$ cat src/rtl/flexbex_ibex_rf_context_engine.sv
// flexbex_ibex_rf_context_engine
//
// Moves registers x1..xLAST between the core register file and data memory,
// one register at a time, while the pipeline is halted. A save copies the
// registers out to memory. A restore reloads them from memory. x0 is never
// read or written.
//
// Ports:
//   clk, rst_n          clock, asynchronous active-low reset
//   start_save_i        one-cycle request to start a save (wins over restore)
//   start_restore_i     one-cycle request to start a restore
//   base_addr_i         memory base address, word aligned when captured at start
//   busy_o              transfer in progress (REQ, WAIT_RV, DONE)
//   done_o              one-cycle completion pulse
//   rf_raddr_o          register file read port address (save mode, REQ only)
//   rf_rdata_i          register file read data, combinational from rf_raddr_o
//   rf_waddr_o          register file write address
//   rf_wdata_o          register file write data
//   rf_we_o             register file write enable (restore mode, on rvalid)
//   data_req_o          bus request
//   data_gnt_i          bus grant
//   data_rvalid_i       bus response valid
//   data_we_o           bus write (1) / read (0)
//   data_be_o           byte enables, all ones while requesting
//   data_addr_o         bus address, base + 4*idx
//   data_wdata_o        bus write data
//   data_rdata_i        bus read data

module flexbex_ibex_rf_context_engine #(
    parameter bit RV32E      = 1'b0,
    parameter int DATA_WIDTH = 32
) (
    input  logic                  clk,
    input  logic                  rst_n,
    input  logic                  start_save_i,
    input  logic                  start_restore_i,
    input  logic [31:0]           base_addr_i,
    output logic                  busy_o,
    output logic                  done_o,
    output logic [4:0]            rf_raddr_o,
    input  logic [DATA_WIDTH-1:0] rf_rdata_i,
    output logic [4:0]            rf_waddr_o,
    output logic [DATA_WIDTH-1:0] rf_wdata_o,
    output logic                  rf_we_o,
    output logic                  data_req_o,
    input  logic                  data_gnt_i,
    input  logic                  data_rvalid_i,
    output logic                  data_we_o,
    output logic [3:0]            data_be_o,
    output logic [31:0]           data_addr_o,
    output logic [DATA_WIDTH-1:0] data_wdata_o,
    input  logic [DATA_WIDTH-1:0] data_rdata_i
);

    localparam logic [4:0] LAST_IDX = RV32E ? 5'd15 : 5'd31;

    typedef enum logic [1:0] {
        IDLE,
        REQ,
        WAIT_RV,
        DONE
    } state_e;

    state_e      state, state_next;
    logic [4:0]  idx, idx_next;
    logic        mode_save, mode_save_next;
    logic [31:0] base, base_next;

    always_ff @(posedge clk or negedge rst_n) begin
        if (!rst_n) begin
            state     <= IDLE;
            idx       <= 5'd1;
            mode_save <= 1'b1;
            base      <= 32'd0;
        end else begin
            state     <= state_next;
            idx       <= idx_next;
            mode_save <= mode_save_next;
            base      <= base_next;
        end
    end

    always_comb begin
        state_next     = state;
        idx_next       = idx;
        mode_save_next = mode_save;
        base_next      = base;

        busy_o       = 1'b0;
        done_o       = 1'b0;
        rf_raddr_o   = 5'd0;
        rf_waddr_o   = 5'd0;
        rf_wdata_o   = '0;
        rf_we_o      = 1'b0;
        data_req_o   = 1'b0;
        data_we_o    = 1'b0;
        data_be_o    = 4'h0;
        data_addr_o  = 32'd0;
        data_wdata_o = '0;

        case (state)
            IDLE: begin
                // Save has priority when both starts arrive together.
                if (start_save_i || start_restore_i) begin
                    base_next      = base_addr_i & 32'hFFFF_FFFC;
                    idx_next       = 5'd1;
                    mode_save_next = start_save_i;
                    state_next     = REQ;
                end
            end

            REQ: begin
                // Everything here is a function of registered state, so the
                // request stays stable until the grant arrives.
                busy_o      = 1'b1;
                data_req_o  = 1'b1;
                data_we_o   = mode_save;
                data_be_o   = 4'hF;
                data_addr_o = base + {25'd0, idx, 2'b00};
                if (mode_save) begin
                    rf_raddr_o   = idx;
                    data_wdata_o = rf_rdata_i;
                end
                if (data_gnt_i) begin
                    state_next = WAIT_RV;
                end
            end

            WAIT_RV: begin
                busy_o = 1'b1;
                if (data_rvalid_i) begin
                    if (!mode_save) begin
                        rf_we_o    = 1'b1;
                        rf_waddr_o = idx;
                        rf_wdata_o = data_rdata_i;
                    end
                    if (idx == LAST_IDX) begin
                        state_next = DONE;
                    end else begin
                        idx_next   = idx + 5'd1;
                        state_next = REQ;
                    end
                end
            end

            DONE: begin
                busy_o     = 1'b1;
                done_o     = 1'b1;
                state_next = IDLE;
            end

            default: begin
                state_next = IDLE;
            end
        endcase
    end

endmodule

$ cat config.mk
export PLATFORM = sky130hd
export DESIGN_NAME = flexbex_ibex_rf_context_engine
export DESIGN_NICKNAME = d
export VERILOG_FILES = /design/src/rtl/flexbex_ibex_rf_context_engine.sv
export SDC_FILE = /design/constraint.sdc
export NUM_CORES = 1
export LEC_CHECK = 0
export ABC_AREA = 1
export BUFFER_PORTS_ARGS = -buffer_cell sky130_fd_sc_hd__buf_2
export CAP_MARGIN = 10
export CORE_ASPECT_RATIO = 1.4
export CORE_MARGIN = 3
export CORE_UTILIZATION = 30
export CTS_BUF_LIST = sky130_fd_sc_hd__clkbuf_4 sky130_fd_sc_hd__clkbuf_8
export DETAILED_ROUTE_END_ITERATION = 8
export GPL_TIMING_DRIVEN = 0
export SETUP_SLACK_MARGIN = 0.5
export SLEW_MARGIN = 20
export SYNTH_ARGS = -nofsm -noshare
export SYNTH_HDL_FRONTEND = slang
export SYNTH_SLANG_ARGS = --single-unit
$ cat constraint.sdc
create_clock -name clk -period 4.83 [get_ports clk]
set_input_delay 0.2415 -clock clk [delete_from_list [all_inputs] [get_ports clk]]
set_output_delay 0.2415 -clock clk [all_outputs]
set_load 0.01 [all_outputs]
==> impl_metrics.tcl <==
set metrics [dict create \
    status "complete, no violations" \
    netlist_area_um2 3451 \
    leakagePower_nw 2.938 \
    die_h_um 132.9 \
    place_area_um2 4692 \
    ys_ff_latch 38 \
    r2r_start "idx[0]$_DFFE_PN1P_" \
    avgRoutedWirePerCell_um 13.31 \
    grtUsageTotal_pct 18.66 \
    start_util_pct 31.27 \
    finalCritPeriodShare_pct 59.93 \
    timing.fmax_mhz 345.4 \
    hold_path_class "input pin to async pin" \
    synth_top_area_cell "dfrtp_1" \
    drv_slew 0 \
    grt_max_degree 39 \
    rsz0062_at_grt "false" \
    place_hpwl_um 10230 \
    rows 45 \
    clkLatencyLatePin_ps 300 \
    grt_pass1_vias 3912 \
    numPortBuffers 212 \
    final_cells 940 \
    worstPathArrival_ps 2650 \
    whs_ps 61.75 \
    layout_commonest_cell "buf_2" \
    ctsHoldBuffers 0 \
    ant_nets 0 \
    cts_setup_buffers 0 \
    place_inst 932 \
    htreeDepth 2 \
    cap_violations 0 \
    clkTransAtPathRegs_ps 80 \
    nets 908 \
    avgViaCountPerCell 4.439 \
    ys_seq_area_share_pct 27.63 \
    die_area_um2 12840 \
    grt-ovfl-total 0 \
    fin_skew_ps 4.210 \
    critPathRequiredTime_ps 4590 \
    synthCells 578 \
    synth.top_cell.area_share_pct 26.11 \
    avgSynthCellArea_um2 5.970 \
    crit_fanout 7 \
    grt_pass1_wl_um 19660 \
    cts_root_buf "clkbuf_8" \
    finalInstanceArea_um2 4787 \
    final.setup.tns_ps 0 \
    hold_viol_final 0 \
    worstRegToRegCells 9 \
    cp-start-kind "flip-flop" \
    dr.first_iter.drc_count 98 \
    setup_violations 0 \
    drc_errors 0 \
    cp-end-kind "output pin" \
    cts_buffers 5 \
    syn2layout_area_growth_pct 38.72 \
    yosysWarnings 0 \
    r2r-end "idx[2]$_DFFE_PN0P_" \
    drive_above_1_share_pct 33.54 \
    cts_resized 0 \
    ir_drop_v 0.0002282 \
    drt_wl_total_um 12510 \
    slew_headroom_pct 41.61 \
    io_pins 217 \
    ff2ff_setup_slack_ps 3180 \
    place_congestion 0.8530 \
    p_per_area_nw_per_um2 535.2 \
    drt-pass1-iter-count 5 \
    final_cell_mix "buf_2, nor2_1, nand2_1, inv_1, dfrtp_1" \
    startpoint "idx[0]$_DFFE_PN1P_" \
    worst_pin_slew_ps 875.8 \
    crit_type "flip-flop to output pin" \
    antenna_found_initial 0 \
    cts_tree "built" \
    clock_path_buffers 2 \
    coreArea_um2 11040 \
    ys_types 31 \
    clock-sinks 38 \
    fin_crit_ps 2895 \
    num_antenna_cells 0 \
    netlist_top_cells_area "dfrtp_1, nor2_1, nand2_1, inv_1, nand3_1" \
    die_x_um 96.65 \
    critPathCapture "data_addr_o[18]" \
    num_vias 4173 \
]
## where the power goes
group	total, W	switching, W	internal, W
clock	0.000241	0.000120	0.000121
sequential	0.000657	0.000183	0.000474
combinational	0.00166	0.00104	0.000623
total	0.00256	0.00134	0.00122
## Yosys cell counts (all sizes together)
cell type  instances
o21ai             17
a21boi             2
clkbuf             8
nand2            145
xnor2              2
dfrtp             36
a31oi              3
nand3b             1
a21oi             28
inv               85
fa                 1
mux2              15
and2               1
nand4              5
buf               18
or2                1
nor2             165
ha                 7
conb               1
nand3             35
dfstp              2
## metal layers
layer / vias to the layer above / GRT usage (%) / wire length (µm)
li1: 2199 / - / -
met1: 1799 / 20.99 / 4828
met2: 161 / 35.06 / 6533
met3: 14 / 4.378 / 945
met4: 0 / 4.606 / 202
met5: - / 0 / 0
## through the flow
| step | setup slack [ps] | power, W | utilization (%) |
|---|---|---|---|
| finish | 1935 | 0.002562 | 43.38 |
| global route | 1707 | 0.002816 | 43.38 |
| CTS | 1936 | 0.002590 | 43.38 |
| detailed placement | 2271 | 0.002340 | 42.52 |
| global placement | 2279 | 0.002333 | 42.52 |
| floorplan | 2601 | 0.001712 | - |
## how the worst min path moves through the flow
stage | from | end | slack, ps | cells after the start
after CTS | rst_n | idx[3]$_DFFE_PN0P_ | 100 | 1
final | rst_n | base[6]$_DFFE_PN0P_ | 60 | 1
after floorplan | rst_n | base[10]$_DFFE_PN0P_ | -50 | 0
after global placement | rst_n | idx[2]$_DFFE_PN0P_ | 420 | 1
after detailed placement | rst_n | idx[3]$_DFFE_PN0P_ | 420 | 1
after global routing | rst_n | base[9]$_DFFE_PN0P_ | 140 | 1
## worst max-delay path, cell delays in order (launching register included)
cell and delay, ps:
dfstp_2 600, ha_1 250, inv_1 70, fa_1 350, inv_1 150, nand3_1 90, nand3_1 170, nand2_1 70
nand2_1 160, nand2_1 110, nand2_1 70, nand2_1 40, nor2_1 80, buf_2 130
## state kept, by name, summed over array words and instances (netlist names)
signal / count
state: 2
base: 30
idx: 5
mode_save: 1
## logic make-up after synthesis
group | share of synthesized area [%]
AND/OR/NAND/NOR | 41.88
buffers and inverters | 14.25
AO/OA/AOI/OAI | 7.614
flip-flops | 27.63
multiplexers | 4.895
adder cells (fa/ha/maj) | 3.118
XOR/XNOR | 0.5077
other | 0.1087
## cell type report
type                            instances  area (µm²)
Clock buffer                            7       90.09
Timing Repair Buffer                  212        1061
Multi-Input combinational cell        430        2009
Buffer                                 26       172.7
Inverter                               85       319.1
Fill cell                            1261        6248
Tap cell                              141       176.4
Clock inverter                          1       5.005
Sequential cell                        38       953.4
No activity file was read; power rests on OpenSTA's default activity.
